**src/rtl/key_command_issuer.sv**
```systemverilog
`default_nettype none
// ============================================================================
// Module   : key_command_issuer
// Brief    : Debounces KEY[0] into one enable strobe per press and latches the
//            switch command alongside it for the counter/shifter FSM.
// Revision : 1.0 - initial release
// ============================================================================
module key_command_issuer #(
    parameter int DB_CYCLES = 1000000,
    parameter int DB_W      = 20
) (
    input  logic       clock,
    input  logic       reset,
    input  logic       key_n,
    input  logic       sw_check,
    input  logic       sw_mode,
    input  logic       sw_direction,
    input  logic [3:0] sw_value,
    output logic       enable,
    output logic       check,
    output logic       mode,
    output logic       direction,
    output logic [3:0] value,
    output logic       busy,
    output logic [7:0] press_count
);

    localparam logic [DB_W-1:0] CNT_LAST = DB_W'(DB_CYCLES - 1);

    typedef enum logic [1:0] {
        IDLE         = 2'd0,
        PRESS_WAIT   = 2'd1,
        PRESSED      = 2'd2,
        RELEASE_WAIT = 2'd3
    } state_t;

    logic            key_meta_q;
    logic            key_sync_q;
    logic [6:0]      sw_meta_q;
    logic [6:0]      sw_sync_q;

    state_t          state_q;
    logic [DB_W-1:0] cnt_q;
    logic            enable_q;
    logic            check_q;
    logic            mode_q;
    logic            direction_q;
    logic [3:0]      value_q;
    logic            busy_q;
    logic [7:0]      press_count_q;

    // Key synchroniser idles at 1 (released) so reset never fakes a press edge
    always_ff @(posedge clock) begin
        if (reset) begin
            key_meta_q <= 1'b1;
            key_sync_q <= 1'b1;
            sw_meta_q  <= 7'd0;
            sw_sync_q  <= 7'd0;
        end else begin
            key_meta_q <= key_n;
            key_sync_q <= key_meta_q;
            sw_meta_q  <= {sw_check, sw_mode, sw_direction, sw_value};
            sw_sync_q  <= sw_meta_q;
        end
    end

    always_ff @(posedge clock) begin
        if (reset) begin
            state_q       <= IDLE;
            cnt_q         <= '0;
            enable_q      <= 1'b0;
            check_q       <= 1'b0;
            mode_q        <= 1'b0;
            direction_q   <= 1'b0;
            value_q       <= 4'd0;
            busy_q        <= 1'b0;
            press_count_q <= 8'd0;
        end else begin
            enable_q <= 1'b0;
            case (state_q)
                IDLE: begin
                    if (!key_sync_q) begin
                        state_q <= PRESS_WAIT;
                        cnt_q   <= '0;
                        busy_q  <= 1'b1;
                    end
                end
                PRESS_WAIT: begin
                    if (key_sync_q) begin
                        state_q <= IDLE;
                        cnt_q   <= '0;
                        busy_q  <= 1'b0;
                    end else if (cnt_q == CNT_LAST) begin
                        // Accepted press: strobe and capture the command together
                        state_q       <= PRESSED;
                        cnt_q         <= '0;
                        enable_q      <= 1'b1;
                        check_q       <= sw_sync_q[6];
                        mode_q        <= sw_sync_q[5];
                        direction_q   <= sw_sync_q[4];
                        value_q       <= sw_sync_q[3:0];
                        press_count_q <= press_count_q + 8'd1;
                    end else begin
                        cnt_q <= cnt_q + 1'b1;
                    end
                end
                PRESSED: begin
                    if (key_sync_q) begin
                        state_q <= RELEASE_WAIT;
                        cnt_q   <= '0;
                    end
                end
                RELEASE_WAIT: begin
                    if (!key_sync_q) begin
                        state_q <= PRESSED;
                        cnt_q   <= '0;
                    end else if (cnt_q == CNT_LAST) begin
                        state_q <= IDLE;
                        cnt_q   <= '0;
                        busy_q  <= 1'b0;
                    end else begin
                        cnt_q <= cnt_q + 1'b1;
                    end
                end
                default: begin
                    state_q <= IDLE;
                    cnt_q   <= '0;
                    busy_q  <= 1'b0;
                end
            endcase
        end
    end

    assign enable      = enable_q;
    assign check       = check_q;
    assign mode        = mode_q;
    assign direction   = direction_q;
    assign value       = value_q;
    assign busy        = busy_q;
    assign press_count = press_count_q;

endmodule
`default_nettype wire
```
**config.mk**
```make
export PLATFORM = sky130hd
export DESIGN_NAME = key_command_issuer
export DESIGN_NICKNAME = d
export VERILOG_FILES = /design/src/rtl/key_command_issuer.sv
export SDC_FILE = /design/constraint.sdc
export NUM_CORES = 1
export LEC_CHECK = 0
export ABC_AREA = 1
export ABC_CLOCK_PERIOD_IN_PS = 1700
export BUFFER_PORTS_ARGS = -buffer_cell sky130_fd_sc_hd__buf_2
export CAP_MARGIN = 10
export CORE_MARGIN = 2
export CORE_UTILIZATION = 41
export CTS_CLUSTER_SIZE = 20
export DETAILED_ROUTE_END_ITERATION = 7
export GPL_ROUTABILITY_DRIVEN = 1
export PLACE_DENSITY = 0.66
export REMOVE_ABC_BUFFERS = 1
export SLEW_MARGIN = 5
export SYNTH_ARGS = -nofsm -noshare
export SYNTH_HDL_FRONTEND = slang
export SYNTH_SLANG_ARGS = --single-unit
```
**constraint.sdc**
```tcl
create_clock -name clock -period 1.7 [get_ports clock]
set_clock_uncertainty 0.15 [all_clocks]
set_input_delay 0.17 -clock clock [delete_from_list [all_inputs] [get_ports clock]]
set_output_delay 0.17 -clock clock [all_outputs]
set_load 0.1 [all_outputs]
```
Word level (Yosys, flattened, before mapping)

Cells that the tools add are included.

Eq/ne operators: 11
Muxes and demuxes: 19
Bitwise operators: 2
Reduce and logical (&&, ||, !) cells: 7
Add/subtract/negate cells: 2

Operators with widths:

| kind                                                | number |
|---|---|
| 2-to-1 mux 20 bit                                   | 5 |
| one-hot mux 20 bit (4 select lines)                 | 1 |
| adder 20 x 1 -> 20 bit, second input constant       | 1 |
| equality test 20 bit, second input constant         | 1 |
| 2-to-1 mux 2 bit                                    | 6 |
| inequality test 2 bit, second input constant        | 5 |
| adder 8 x 1 -> 8 bit, second input constant         | 1 |
| one-hot mux 2 bit (4 select lines)                  | 1 |
| inequality test 3 bit, second input constant        | 2 |
| 2-to-1 mux 1 bit                                    | 5 |
| AND reduction 5 bit                                 | 1 |
| equality test 2 bit, second input constant          | 2 |
| AND reduction 4 bit                                 | 1 |
| one-hot mux 1 bit (3 select lines)                  | 1 |
| AND reduction 3 bit                                 | 1 |
| nonzero test 3 bit                                  | 1 |
| OR reduction 3 bit                                  | 1 |
| equality test 2 x 1 -> 1 bit, second input constant | 1 |
| zero test 2 bit                                     | 1 |
| NOT 1 bit                                           | 2 |
| AND reduction 2 bit                                 | 1 |

Input bits: 10
Output and inout port bits: 17
Logic and storage cells: 54
Register bits: 55

Longest topological paths before layout

Depth after elaboration: 4
Mapped depth: 10
Depth with buffers taken out: 10

Worst setup path before layout

No wires, ideal clock.

Kind: flip-flop to flip-flop
From: reg press_count_q[1] (netlist: press_count[1])
To: reg press_count_q[6] (netlist: press_count[6])
Arrival: 1.898 ns
Period minus slack after synthesis: 2.118 ns
Data required time: 1.480 ns
Library setup time: 0.070 ns
Slack: -0.418 ns
Cell stages (with the launch flop): 7
Path buffers: 0
Path through: dfxtp_1 -> ha_1 -> inv_1 -> nor3_1 -> xor2_1 -> nand3_1 -> a21oi_1

Longest elaborated chain between the ends: 1

RTL lines:

| item                   | line | source |
|---|---|---|
| from (decl)            | 50   | `logic [7:0] press_count_q;` |
| from (signal assigned) | 102  | `press_count_q <= press_count_q + 8'd1;` |
| adder 8 x 1 -> 8 bit   | 102  |  |

Every way passes these cells.
A chain may end at the register's enable or synchronous reset.

Final worst setup path

From: reg cnt_q[12]
To: reg value_q[3] (netlist: value[3])

Longest elaborated chain between the ends: 2

RTL lines:

| item                                 | line | source |
|---|---|---|
| from (decl)                          | 43   | `logic [DB_W-1:0] cnt_q;` |
| from (signal assigned)               | 104  | `cnt_q <= cnt_q + 1'b1;` |
| from (signal assigned)               | 122  | `cnt_q <= cnt_q + 1'b1;` |
| equality test 20 bit                 | 93   | `end else if (cnt_q == CNT_LAST) begin` |
| AND reduction 3 bit (no source line) | --   |  |
| to (signal assigned)                 | 101  | `value_q <= sw_sync_q[3:0];` |
| to (decl)                            | 48   | `logic [3:0] value_q;` |

Every way passes these cells.

==> impl_metrics.py <==
metrics = {
    "logic_synthesis": {
        "synth_warnings": 0,
        "synth_edf_count": 0,
        "synth_seq_area_share_pct": 41.4,
        "synthFlopType": "dfxtp_1",
        "post_synth.cell_area_avg_um2": 6.77,
        "ys_types": 28,
        "ys_async_sr_fraction_pct": 0,
        "netlist_instances": 393,
        "synth_area_um2": 2660,
        "ys_ff_latch": 55,
    },
    "pwr": {
        "power_leakage_nw": 1.30,
        "p_per_area_nw_per_um2": 666,
        "vdd_drop_max_mv": 0.392,
        "finalPower_mw": 2.22,
    },
    "placement": {
        "dpl_worst_slack_ns": -0.0501,
        "hpwl_um": 4490,
        "routabilityCongestion": 0.869,
        "placed_area_um2": 3040,
        "dpl.cell_count": 509,
        "io_buffer_count": 26,
    },
    "sta": {
        "timing.hold.ws_ns": 0.114,
        "finalMaxSlewViolations": 0,
        "period_needed_ns": 1.63,
        "finalCritPeriodShare_pct": 95.8,
        "tns_ns": 0,
        "fin_ws_ns": 0.0722,
        "maxSlewHeadroom_pct": 67.1,
        "fmax_mhz": 614,
        "finalSetupViolations": 0,
        "rsz0062_at_grt": "yes",
        "hold_viol_final": 0,
        "tightest_slew_ns": 0.497,
    },
    "setup_path": {
        "cpPeakStageDelay_ns": 0.38,
        "end_kind": "flip-flop",
        "startpoint_type": "flip-flop",
        "cp.required_ns": 1.76,
        "crit_slowest_cell": "dfxtp_1",
        "critPathArrivalTime_ns": 1.68,
        "cpMostUsedCell": "nand2_1",
        "crit_chain": "inv_1, nand2_1, nor2_2, nand2_1, nor2_1, nand4_1, buf_4, nand2_1, a21oi_1",
        "crit_family": "simple AND/OR/NAND/NOR gates",
        "critPathMaxFanout": 12,
        "cp_num_buf_inv": 2,
        "r2r_slack_ns": 0.07,
        "worstSetupPathType": "flip-flop to flip-flop",
    },
    "routing": {
        "firstDrtPassIters": 4,
        "via_per_inst": 4.98,
        "drt_iter0_markers": 145,
        "ant_nets": 0,
        "drc": 0,
        "vias": 2622,
        "wl_um": 6380,
        "wl_per_cell_um": 12.1,
    },
    "final_layout": {
        "diodes": 0,
        "final_area_um2": 3340,
        "syn_to_final_growth_pct": 25.6,
        "multi_input_area_um2": 1420,
        "fill_cells": 612,
        "stdcell_count": 527,
        "drive_above_1_share_pct": 23.8,
        "nNetsFinal": 461,
        "seqCellArea_um2": 1110,
        "final_util_pct": 53.0,
    },
    "outcome": {
        "status": "finished clean",
    },
    "floorplan": {
        "die_height_um": 84.6,
        "num_rows": 29,
        "core_um2": 6310,
        "die_w_um": 84.6,
        "start_util_pct": 42.2,
        "die_area_um2": 7150,
        "ios": 27,
    },
    "min_path": {
        "hp-class": "primary input to flip-flop",
    },
    "clock_tree": {
        "cts_root_buf": "clkbuf_8",
        "insertion_delay_ns": 0.32,
        "clock_path_buffers": 2,
        "cts.clk_slew.worst_paths_ns": 0.11,
        "cts_max_level": 2,
        "cts_made_buffers": 5,
        "cts_tree": "built",
        "cts.sinks": 55,
    },
    "global_routing": {
        "grt_use_met2_pct": 30.1,
        "grt-busiest-layer": "met2",
        "grt_pass1_wl_um": 10900,
        "grtUsageTotal_pct": 18.4,
        "grt_pass1_vias": 2386,
        "grt_max_degree": 46,
        "antenna_found_initial": 0,
        "use_met1_pct": 24.5,
        "use_met3_pct": 3.44,
        "overflow": 0,
    },
    "run": {
        "cap_violations": 0,
    },
}
## cells in the mapped netlist (4+ instances only)
cell / instances / area, um^2
nand2_1: 91 / 342
nor2_1: 64 / 240
dfxtp_1: 55 / 1100
inv_1: 46 / 173
a21oi_1: 35 / 175
nand3_1: 34 / 170
o21ai_0: 12 / 60.1
nand4_1: 7 / 43.8
nand3_2: 6 / 60.1
nor2_2: 6 / 37.5
buf_2: 4 / 20.0
clkbuf_1: 4 / 15.0
xor2_1: 4 / 35.0
## final timing paths
kind              cells after the start          from            to
hold / removal                        3         reset     cnt_q[18]
setup / recovery                      9     cnt_q[12]      value[3]
hold reg to reg                       2  sw_meta_q[4]  sw_sync_q[4]
setup reg to reg                      9     cnt_q[12]      value[3]
## registers in the layout, indices dropped and copies added, names as in the netlist, named ones only
| signal | flops |
|---|---|
| busy | 1 |
| check | 1 |
| cnt_q | 20 |
| direction | 1 |
| enable | 1 |
| key_meta_q | 1 |
| key_sync_q | 1 |
| mode | 1 |
| press_count | 8 |
| state_q | 1 |
| sw_meta_q | 7 |
| sw_sync_q | 7 |
| value | 4 |
## cells in the final DEF (no fill, tap or decap), types with 10 or more instances in the layout
| cell | n |
|---|---|
| nand2_1 | 88 |
| nor2_2 | 10 |
| dfxtp_1 | 46 |
| o21ai_0 | 10 |
| nor2_1 | 57 |
| a21oi_1 | 34 |
| buf_4 | 22 |
| inv_1 | 46 |
| nand3_1 | 30 |
| buf_2 | 26 |
## cells by family after synthesis
logic type               synth area share, %
AND/OR/NAND/NOR                         36.8
buffers and inverters                   8.79
flip-flops                              41.4
AO/OA/AOI/OAI                           10.4
XOR/XNOR                                1.65
adder cells (fa/ha/maj)                0.940
## final cells by class
type                       instances  area share [%]
tap                               77            2.88
sequential                        55            33.3
clock inverter                     3           0.861
inverter                          47            5.28
multi-input combinational        280            42.6
clock buffer                       5            2.06
timing repair buffer              60            13.1
## report_power, final
part,switching (mW),total [mW],internal (mW)
Combinational,0.0720,0.117,0.0452
Clock,0.480,0.793,0.312
Sequential,0.00748,1.32,1.31
## tightest hold or removal path, cell delays in order
cell,delay [ns]
buf_2,0.11
buf_12,0.22
a21oi_2,0.04
## timing repair
| action | 4_1_cts | 5_1_grt |
|---|---|---|
| hold buffers | 8 | 0 |
| setup endpoints to repair | 23 | 34 |
| resized for setup | 7 | 29 |
| endpoints found under the hold margin | 8 | 0 |
| buffers inserted | 1 | 1 |
| pin swaps | 4 | 8 |
## metal layers
layer	vias to the layer above	share of wire, %
li1	1353	-
met1	1197	46
met2	63	48
met3	9	4.4
met4	0	1.7
met5	-	0
(Power assumes the default switching activity.)
